--- src/rtl/acseq_pkg.sv ---
// acseq_pkg
// Shared definitions for the accumulator micro-operation sequencer:
//   - opcode constants OP_NOP .. OP_OUT (6..15 are illegal)
//   - FSM state encoding (IDLE, RUN, ERR)
//   - strobe vector bit positions used between acseq_decode and ac_seq
//   - per-opcode strobe-cycle counts and a legality helper
package acseq_pkg;

   localparam logic [3:0] OP_NOP = 4'd0;
   localparam logic [3:0] OP_LDA = 4'd1;
   localparam logic [3:0] OP_STA = 4'd2;
   localparam logic [3:0] OP_CLA = 4'd3;
   localparam logic [3:0] OP_ADD = 4'd4;
   localparam logic [3:0] OP_OUT = 4'd5;

   typedef enum logic [1:0] {
      ST_IDLE = 2'd0,
      ST_RUN  = 2'd1,
      ST_ERR  = 2'd2
   } state_t;

   localparam int NUM_STROBES = 7;
   localparam int S_MEM_RE    = 0;
   localparam int S_MEM_WE    = 1;
   localparam int S_AC_RE     = 2;
   localparam int S_AC_WE     = 3;
   localparam int S_AC_CLEAR  = 4;
   localparam int S_ALU_EN    = 5;
   localparam int S_BUS_SEL   = 6;

   // Number of strobe cycles each opcode occupies in RUN. Illegal opcodes
   // fall into the default and therefore behave like a one-cycle NOP.
   function automatic logic [2:0] op_cycles(input logic [3:0] op);
      case (op)
         OP_STA:  return 3'd2;
         OP_LDA:  return 3'd3;
         OP_ADD:  return 3'd4;
         default: return 3'd1;
      endcase
   endfunction

   function automatic logic is_legal(input logic [3:0] op);
      return (op <= OP_OUT);
   endfunction

endpackage

--- src/rtl/acseq_decode.sv ---
// acseq_decode
// Purely combinational decode of (opcode, step) into the datapath strobe
// vector and a flag marking the final step of the instruction.
// Ports:
//   en         in   1            strobes are only produced while running
//   opcode     in   4            latched opcode
//   step       in   2            current step counter
//   strobes    out  NUM_STROBES  indexed by the S_* positions in acseq_pkg
//   last_step  out  1            current step is the opcode's final one
module acseq_decode
   import acseq_pkg::*;
(
   input  logic                   en,
   input  logic [3:0]             opcode,
   input  logic [1:0]             step,
   output logic [NUM_STROBES-1:0] strobes,
   output logic                   last_step
);

   // Each opcode/step pair asserts one strobe group; anything not listed,
   // including every illegal opcode, leaves the vector at zero.
   always_comb begin
      strobes   = '0;
      last_step = ({1'b0, step} == (op_cycles(opcode) - 3'd1));
      if (en) begin
         case (opcode)
            OP_CLA: if (step == 2'd0) strobes[S_AC_CLEAR] = 1'b1;
            OP_OUT: if (step == 2'd0) strobes[S_AC_WE] = 1'b1;
            OP_STA: begin
               case (step)
                  2'd0:    strobes[S_AC_WE] = 1'b1;
                  2'd1:    strobes[S_MEM_WE] = 1'b1;
                  default: ;
               endcase
            end
            OP_LDA: begin
               case (step)
                  2'd0:    strobes[S_MEM_RE] = 1'b1;
                  2'd1:    strobes[S_AC_RE] = 1'b1;
                  2'd2:    strobes[S_AC_WE] = 1'b1;
                  default: ;
               endcase
            end
            OP_ADD: begin
               case (step)
                  2'd0: strobes[S_MEM_RE] = 1'b1;
                  2'd1: strobes[S_ALU_EN] = 1'b1;
                  2'd2: begin
                     strobes[S_AC_RE]   = 1'b1;
                     strobes[S_BUS_SEL] = 1'b1;
                  end
                  default: strobes[S_AC_WE] = 1'b1;
               endcase
            end
            default: ;
         endcase
      end
   end

endmodule

--- src/rtl/ac_seq.sv ---
// ac_seq
// Micro-operation sequencer: accepts one instruction over valid/ready,
// steps through the per-opcode strobe sequence and pulses done once.
// Optional feature macro: ACSEQ_ILLEGAL_TRAP_EN (illegal opcodes trap into
// a sticky ERR state instead of running as NOP).
// Ports:
//   clk, rst            clock, synchronous active-high reset
//   instr, instr_valid  instruction word and its valid
//   instr_ready         high only in IDLE
//   mem_addr            address field latched on accept
//   mem_re, mem_we      data-memory strobes
//   ac_re, ac_we        AC capture / publish strobes
//   ac_clear            AC output clear
//   alu_en, bus_sel     ALU compute and bus source select
//   done                one-cycle completion pulse
//   err                 sticky illegal-opcode flag (0 without the macro)
module ac_seq
   import acseq_pkg::*;
#(
   parameter int WIDTH = 10
) (
   input  logic             clk,
   input  logic             rst,
   input  logic [WIDTH-1:0] instr,
   input  logic             instr_valid,
   output logic             instr_ready,
   output logic [WIDTH-5:0] mem_addr,
   output logic             mem_re,
   output logic             mem_we,
   output logic             ac_re,
   output logic             ac_we,
   output logic             ac_clear,
   output logic             alu_en,
   output logic             bus_sel,
   output logic             done,
   output logic             err
);

   state_t                   state, state_next;
   logic [1:0]               step, step_next;
   logic [3:0]               opcode;
   logic                     done_next;
   logic                     accept;
   logic                     last_step;
   logic [NUM_STROBES-1:0]   strobes;

   assign instr_ready = (state == ST_IDLE);
   assign accept      = instr_valid & instr_ready;

   always_ff @(posedge clk) begin
      if (rst) begin
         state    <= ST_IDLE;
         step     <= 2'd0;
         opcode   <= OP_NOP;
         mem_addr <= '0;
         done     <= 1'b0;
      end else begin
         state <= state_next;
         step  <= step_next;
         done  <= done_next;
         if (accept) begin
            opcode   <= instr[WIDTH-1:WIDTH-4];
            mem_addr <= instr[WIDTH-5:0];
         end
      end
   end

   always_comb begin
      state_next = state;
      step_next  = step;
      done_next  = 1'b0;
      case (state)
         ST_IDLE: begin
            if (accept) begin
               step_next  = 2'd0;
               state_next = ST_RUN;
`ifdef ACSEQ_ILLEGAL_TRAP_EN
               if (!is_legal(instr[WIDTH-1:WIDTH-4])) state_next = ST_ERR;
`endif
            end
         end
         ST_RUN: begin
            if (last_step) begin
               state_next = ST_IDLE;
               step_next  = 2'd0;
               done_next  = 1'b1;
            end else begin
               step_next = step + 2'd1;
            end
         end
`ifdef ACSEQ_ILLEGAL_TRAP_EN
         ST_ERR: state_next = ST_ERR;
`endif
         default: state_next = ST_IDLE;
      endcase
   end

   // Strobes come only from registered state/opcode/step, so nothing on
   // instr or instr_valid can reach them combinationally.
   acseq_decode u_decode (
      .en        (state == ST_RUN),
      .opcode    (opcode),
      .step      (step),
      .strobes   (strobes),
      .last_step (last_step)
   );

   assign mem_re   = strobes[S_MEM_RE];
   assign mem_we   = strobes[S_MEM_WE];
   assign ac_re    = strobes[S_AC_RE];
   assign ac_we    = strobes[S_AC_WE];
   assign ac_clear = strobes[S_AC_CLEAR];
   assign alu_en   = strobes[S_ALU_EN];
   assign bus_sel  = strobes[S_BUS_SEL];

`ifdef ACSEQ_ILLEGAL_TRAP_EN
   assign err = (state == ST_ERR);
`else
   assign err = 1'b0;
`endif

endmodule
--- config.mk ---
export PLATFORM = sky130hd
export DESIGN_NAME = ac_seq
export DESIGN_NICKNAME = d
export VERILOG_FILES = /design/src/rtl/acseq_pkg.sv /design/src/rtl/acseq_decode.sv /design/src/rtl/ac_seq.sv
export SDC_FILE = /design/constraint.sdc
export NUM_CORES = 1
export LEC_CHECK = 0
export ABC_CLOCK_PERIOD_IN_PS = 2500
export BUFFER_PORTS_ARGS = -buffer_cell sky130_fd_sc_hd__buf_2
export CAP_MARGIN = 20
export CORE_MARGIN = 2
export CORE_UTILIZATION = 51
export DETAILED_ROUTE_END_ITERATION = 7
export HOLD_SLACK_MARGIN = 0.06
export PLACE_DENSITY = 0.93
export SLEW_MARGIN = 20
export SYNTH_ARGS = -nofsm -noshare
export SYNTH_HDL_FRONTEND = slang
export SYNTH_SLANG_ARGS = --single-unit
--- constraint.sdc ---
create_clock -name clk -period 2.5 [get_ports clk]
set_input_delay 0.625 -clock clk [delete_from_list [all_inputs] [get_ports clk]]
set_output_delay 0.625 -clock clk [all_outputs]
set_load 0.02 [all_outputs]
# Word-level counts from Yosys, hierarchy flattened
# Cells that the tools add are included.
# totals
register_bits,15
latchBits,0
ramBits,0
rom_bits,0
inputBits,13
out_inout_bits,16
elab_cells,48
memories,0
# classes
add_sub_neg,2
mul,0
div_mod_pow,0
n_lt_le_gt_ge,0
eq_ne,11
shifts,0
n_mux,19
bitwise,2
n_reduce_logical,9
# ops
cell,n
$mux 2,5
$pmux 3 s3,1
$eq 4x2->1 const B,2
$eq 4x3->1 const B,2
$mux 1,8
$pmux 2 s2,2
$mux 7,1
$reduce_or 2->1,3
$eq 2x1->1 const B,2
$eq 4x1->1 const B,1
$logic_not 2->1,2
$reduce_and 2->1,2
$eq 2x3->1,1
$pmux 1 s3,1
$reduce_or 3->1,1
$sub 3x1->3 const B,1
$add 2x1->2 const B,1
$eq 2x2->1 const B,1
$ne 2x1->1 const B,1
$ne 2x2->1 const B,1
$pmux 1 s2,1
$reduce_bool 2->1,1
$and 1x1->1,1
$not 1->1,1

# Depth between registers and ports, before layout
# Gate-level depths: netlist (run 1).
# depth
word_depth,6
depth_mapped,5

# Modules after synthesis
# A second synthesis (run 1) with hierarchy kept.
# unflattened
hier_cells,102
area_unflattened_um2,738.2
# by_module_without_submodules
mod,instances,cells_each,area_per_inst_um2,seq_area_each_um2
ac_seq,1,65,520.5,280.3
acseq_decode,1,37,217.7,0.0

# Least setup slack after synthesis (run 1)
# OpenSTA, ideal clock, no wires.
# synth_path
path_kind,register to output
start,register opcode[2]
end,output port ac_we
arrival_time_ns,1.466
path_slack_ns,0.409
path_stages_with_launch,6
cell_sequence,dfxtp_1 buf_2 nor2b_1 a21oi_1 or3b_2 a21oi_1
# synth_via
elab_chain_cells,4
elab_cells_between_ends,7
# synth_rtl
element,line_no,source
from (decl),ac_seq.sv:41,logic [3:0] opcode;
from (signal assigned),ac_seq.sv:62,opcode <= instr[WIDTH-1:WIDTH-4];
$eq 4x3->1 / $eq 4x2->1 (equally long branches),acseq_decode.sv:26,case (opcode)
$reduce_or 2->1 (no line),-,
$pmux 1 s3 *,acseq_decode.sv:26,
$mux 7 *,acseq_decode.sv:25,if (en) begin
to (decl),ac_seq.sv:31,"output logic ac_we,"
# Every way passes the cells marked *; elsewhere a longest branch is shown, timed or not.

# Worst setup path in the final report (run 1)
# layout_path
start,register step[0]
end,output port ac_we
# layout_via
elab_chain_cells,5
elab_cells_between_ends,9
# layout_rtl
element,line_no,source
from (decl),ac_seq.sv:40,"logic [1:0] step, step_next;"
from (signal assigned),ac_seq.sv:59,step <= step_next;
$eq 2x1->1 (tied with other cells),acseq_decode.sv:45,case (step)
$reduce_or 3->1 (no line),-,
$mux 1,acseq_decode.sv:45,
$pmux 1 s3 *,acseq_decode.sv:26,
$mux 7 *,acseq_decode.sv:25,
# Marks and branches as above.

==> results of run 1 <==
[per-layer routing]
metal	up-vias	GRT usage, %	wire, um
li1	389	-	-
met1	355	22.3	772
met2	26	38.5	855
met3	2	2.92	100
met4	0	10.9	7
met5	-	0	0
[final cells by class]
cell class / count / area (um^2) / area share (%)
Multi-Input combinational cell: 75 / 463 / 49.5
Sequential cell: 14 / 283 / 30.3
Timing Repair Buffer: 27 / 135 / 14.5
Clock buffer: 3 / 22.5 / 2.41
Tap cell: 16 / 20.0 / 2.14
Inverter: 3 / 11.3 / 1.20
[state kept, by name, summed over array words and instances, names as in the netlist]
register,count
mem_addr,6
done,1
opcode,4
state,1
step,2
[critical path: stages, from the launching register on]
cell	delay, ns
dfxtp_1	0.38
inv_1	0.16
ha_1	0.22
or3b_2	0.46
a21oi_1	0.13
buf_2	0.17
[worst min path at each step]
stage,start,to,slack [ns],cells past startpoint
2_1_floorplan,state[0]$_SDFFE_PP0P_,step[0]$_SDFFE_PP0P_,0.49,2
3_3_place_gp,mem_addr[1]$_SDFFE_PP0P_,mem_addr[1]$_SDFFE_PP0P_,0.44,2
3_5_place_dp,mem_addr[1]$_SDFFE_PP0P_,mem_addr[1]$_SDFFE_PP0P_,0.45,2
4_1_cts,mem_addr[1]$_SDFFE_PP0P_,mem_addr[1]$_SDFFE_PP0P_,0.46,2
5_1_grt,mem_addr[0]$_SDFFE_PP0P_,mem_addr[0]$_SDFFE_PP0P_,0.49,2
6_report,mem_addr[1]$_SDFFE_PP0P_,mem_addr[1]$_SDFFE_PP0P_,0.46,2
[power breakdown]
| group | total, uW | switching (uW) | leakage (uW) | internal, uW |
|---|---|---|---|---|
| Clock | 122 | 66.3 | 0.0000138 | 55.9 |
| Sequential | 254 | 16.7 | 0.000116 | 237 |
| Combinational | 99.3 | 57.6 | 0.000312 | 41.7 |
[cell families after synthesis]
kind of cell               synth area share (%)
adders and majority gates                  6.30
other                                     0.472
buffers and inverters                      6.77
AOI/OAI and AO/OA                          21.3
DFF                                        35.3
and+or+nand+nor                            29.9
[through the flow]
| stage | instance area (um^2) | cells | util, % | total power (uW) | hold WS [ns] |
|---|---|---|---|---|---|
| 2_1_floorplan | 795 | 99 | - | 330 | 0.486 |
| 3_3_place_gp | 907 | 135 | 60.9 | 352 | 0.439 |
| 3_5_place_dp | 907 | 135 | 60.9 | 357 | 0.451 |
| 4_1_cts | 930 | 138 | 62.4 | 480 | 0.462 |
| 5_1_grt | 935 | 138 | 62.8 | 499 | 0.492 |
| 6_report | 935 | 138 | 62.8 | 475 | 0.461 |
[timing repair]
item / CTS / global route
gates resized for setup: 0 / 3
hold buffers: 0 / 0
endpoints found under the setup margin: 0 / 1
[cells in the final DEF (no fill, tap or decap)]
master	synthesis	final
o22ai_1	1	1
o32ai_1	1	1
o211a_1	1	1
or3_1	2	2
nor3b_1	3	3
inv_1	3	3
o21ai_0	1	1
nand3_1	1	1
or3b_2	1	1
a22oi_1	2	2
nand2_1	23	23
clkbuf_4	0	3
nand2b_1	1	1
o41ai_1	2	2
or4_1	2	2
a311oi_4	1	1
nor2_1	2	2
ha_1	4	4
and3_1	4	4
nor3_1	1	1
o21ba_1	1	1
and2b_1	1	1
a21oi_1	14	14
dfxtp_1	14	12
buf_2	1	27
conb_1	1	1
or3_4	1	1
nor2b_2	0	1
dfxtp_2	0	2
nor2b_1	4	3
==> results.toml, run 1 <==
[setup_path]
cp-endpoint = "ac_we"
worstPathArrival_ns = 1.79
r2r_slack_ns = 1.01
r2r-start = "step[0]$_SDFFE_PP0P_"
path_class = "reg -> out"
crit_path_start_kind = "flip-flop"
r2r_end = "state[0]$_SDFFE_PP0P_"
r2r_cells = 4
worstPathRequired_ns = 1.88
crit_start = "step[0]$_SDFFE_PP0P_"
cp_max_fo = 5
cp-end-kind = "output pin"

[route]
drc = 0
vias_per_cell = 5.59
totalWireLength_um = 1740
dr.pass1.iters = 4
first_iter_violations = 9
ant_nets = 0
vias = 772
post_drt_wl_per_cell_um = 12.6

[clock_tree]
path_clk_slew_ns = 0.07
cts_tree = "done"
cts_made_buffers = 3
clock-root-buffer = "clkbuf_4"
cts_setup_buffers = 0
h-tree-depth = 1
clk_latency_ns = 0.27
clock_path_buffers = 2
cts.sinks = 14

[logic_synthesis]
yosys-top-cells-count = "nand2_1, a21oi_1, dfxtp_1"
synth_area_leaders = "dfxtp_1, nand2_1, a21oi_1"
ys_seq_area_share_pct = 35.3
synth_top_area_cell = "dfxtp_1"
ys_types = 30
ys_warn_count = 0
avgSynthCellArea_um2 = 8.03
synth.top_cell.area_share_pct = 35.3
ys_ff_latch = 14
synth-edff-count = 0
async_flop_share_pct = 0
synth_cells = 99
yosysMostFrequentCell = "nand2_1"
ys.flop_type = "dfxtp_1"
netlist_area_um2 = 795
syn-num-nets = 116

[timing]
fin_ws_ns = 0.0848
hold_viol = 0
finalClockSkew_ns = 0.000731
finalCritPeriodShare_pct = 96.6
max_freq_ghz = 0.414
slew_headroom_pct = 57.5
setup_tns_ns = 0
grt_setup_unrepaired = "false"
fin_crit_ns = 2.42
setup_viol_count_final = 0
tightest_slew_ns = 0.637
maxSlewViolCount = 0

[layout]
diodes = 0
drive_above_1_share_pct = 29.5
area_growth_pct = 17.6
nFillCells = 139
nets = 141

[die]
dieArea_um2 = 1890
num_io_pins = 29
die_height_um = 43.5
start_util_pct = 53.4
rows = 14
coreArea_um2 = 1490
die_w_um = 43.5

[placed_design]
pre_cts_ws_ns = 0.357
dp.final_hpwl_um = 1250
port_buffers = 27
finalWeightedCongestion = 0.898

[pwr]
p_per_area_nw_per_um2 = 509
peakVddDrop_v = 0.000382
power.static_leakage_uw = 0.000441

[hold_path]
hp-class = "reg -> reg"

[global_route]
grt_max_degree = 17
grt_pass1_vias = 700
grt_overflow_total = 0
grt_first_pass_wirelength_um = 2930
track_usage_pct = 20.7
antenna_found_initial = 0

[run]
max-cap-violations = 0

[run_status]
status = "finished, final reports clean"
Power figures use the tool's default switching activity.
==> inputs of run 2 (changes only) <==
CELL_PAD_IN_SITES_DETAIL_PLACEMENT = 2   (was unset)
CELL_PAD_IN_SITES_GLOBAL_PLACEMENT = 2   (was unset)
CORE_UTILIZATION = 28   (was 51)
PLACE_DENSITY = 0.92   (was 0.93)
==> results.toml, run 2 (synthesis gave the netlist of run 1 again) <==
[setup_path]
slowest_delay_ns = 0.46
r2r_slack_ns = 0.97
worstPathRequired_ns = 1.88
path_class = "reg -> out"
cp-end-kind = "output pin"
critPathBufInv = 2
worstPathArrival_ns = 1.74
crit_cells = 5
crit_path_start_kind = "flip-flop"
r2r_end = "step[0]$_SDFFE_PP0P_"
path_delay_family = "simple AND/OR/NAND/NOR gates"
r2r-start = "opcode[2]$_SDFFE_PP0P_"
r2r_cells = 4
path_cells = "inv_1 > ha_1 > or3b_2 > a21oi_1 > buf_2"
cp_max_fo = 7
crit_path_top_delay_cell = "or3b_2"

[timing]
fin_ws_ns = 0.133
setup_viol_count_final = 0
finalCritPeriodShare_pct = 94.7
slew_headroom_pct = 52.4
maxSlewViolCount = 0
fin_crit_ns = 2.37
grt_setup_unrepaired = "false"
hold_viol = 0
tightest_slew_ns = 0.712
max_freq_ghz = 0.422
finalClockSkew_ns = 0.00157
setup_tns_ns = 0

[clock_tree]
cts_tree = "done"
h-tree-depth = 1
clock_path_buffers = 2
path_clk_slew_ns = 0.08
cts_setup_buffers = 0
cts.sinks = 14
cts_made_buffers = 3
clock-root-buffer = "clkbuf_4"
clk_latency_ns = 0.28

[layout]
layout_commonest_cell = "buf_2"
drive_above_1_share_pct = 33.3
fin_area_um2 = 967
diodes = 0
area_growth_pct = 21.7
largest_register_ffs = 6
top_register = "mem_addr"
nets = 142
nFillCells = 329
layout.cells.most_common_list = "buf_2, nand2_1, a21oi_1, dfxtp_1"
post-route-util_pct = 35.4
reg_top3 = "mem_addr (6), opcode (4), step (2)"

[hold_path]
hp-class = "reg -> reg"
hold_end = "mem_addr[5]$_SDFFE_PP0P_"
holdPathStages = 2
hp-start = "mem_addr[5]$_SDFFE_PP0P_"

[global_route]
track_usage_pct = 16.0
grt_first_pass_wirelength_um = 4060
grt_overflow_total = 0
grt_pass1_vias = 890
antenna_found_initial = 0
grt_max_degree = 17

[pwr]
total_power_uw = 485
p_per_area_nw_per_um2 = 502
power.static_leakage_uw = 0.000448
peakVddDrop_v = 0.000241

[die]
dieArea_um2 = 3280
num_io_pins = 29
rows = 19
die_w_um = 57.3
coreArea_um2 = 2730
die_height_um = 57.3
start_util_pct = 29.1

[placed_design]
placed_cell_area_um2 = 933
dp.final_hpwl_um = 1870
port_buffers = 27
finalWeightedCongestion = 0.750
pre_cts_ws_ns = 0.290

[run_status]
status = "finished, final reports clean"

[route]
drc = 0
totalWireLength_um = 2400
vias_per_cell = 5.25
first_iter_violations = 6
vias = 809
ant_nets = 0
post_drt_wl_per_cell_um = 15.6
dr.pass1.iters = 3

[run]
max-cap-violations = 0
run 2: through the flow:
stage,instances,hold slack (ns)
detailed placement,151,0.451
global route,154,0.502
global placement,151,0.442
finish,154,0.461
floorplan,99,0.486
CTS,154,0.463
run 2: worst max path at each step:
stage                                 startpoint  endpoint  slack [ns]
after detailed placement  opcode[1]$_SDFFE_PP0P_     ac_we        0.29
after global placement    opcode[2]$_SDFFE_PP0P_     ac_we        0.41
after CTS                   step[0]$_SDFFE_PP0P_     ac_we        0.03
after floorplan           opcode[2]$_SDFFE_PP0P_     ac_we        0.41
final                       step[1]$_SDFFE_PP0P_     ac_we        0.13
after global routing      opcode[2]$_SDFFE_PP0P_     ac_we       0.003
run 2: what timing repair did:
item / in CTS / in global routing
resized for setup: 2 / 6
hold buffers: 0 / 0
endpoints found under the setup margin: 1 / 1
cloned: 0 / 0
run 2: cell type report:
class                      count  area (um^2)  area share [%]
multi-input combinational     75          463            47.9
timing repair buffer          28          143            14.7
clock buffer                   3         22.5            2.33
sequential                    14          289            29.9
inverter                       3         11.3            1.16
tap                           31         38.8            4.01
run 2: report_power, final:
group	switching, uW	internal [uW]	leakage [uW]
Combinational	63.0	43.1	0.000317
Sequential	18.0	237	0.000117
Clock	68.4	55.9	0.0000138
run 2: per-layer routing:
layer  track usage, %  wire length [um]  part of all wire, %  up-vias
met2             30.9              1300                   54       28
met4             5.98                28                  1.2        0
met1             17.1               944                   39      388
met5                0                 0                    0        -
li1                 -                 -                    -      390
met3             2.95               133                  5.5        3
run 2: worst register-to-register path, delay by kind of cell, from the launching register on:
kind	cells	cell delay, ns
AO/OA/AOI/OAI	3	0.85
flip-flops	1	0.37
AND/OR/NAND/NOR	1	0.18
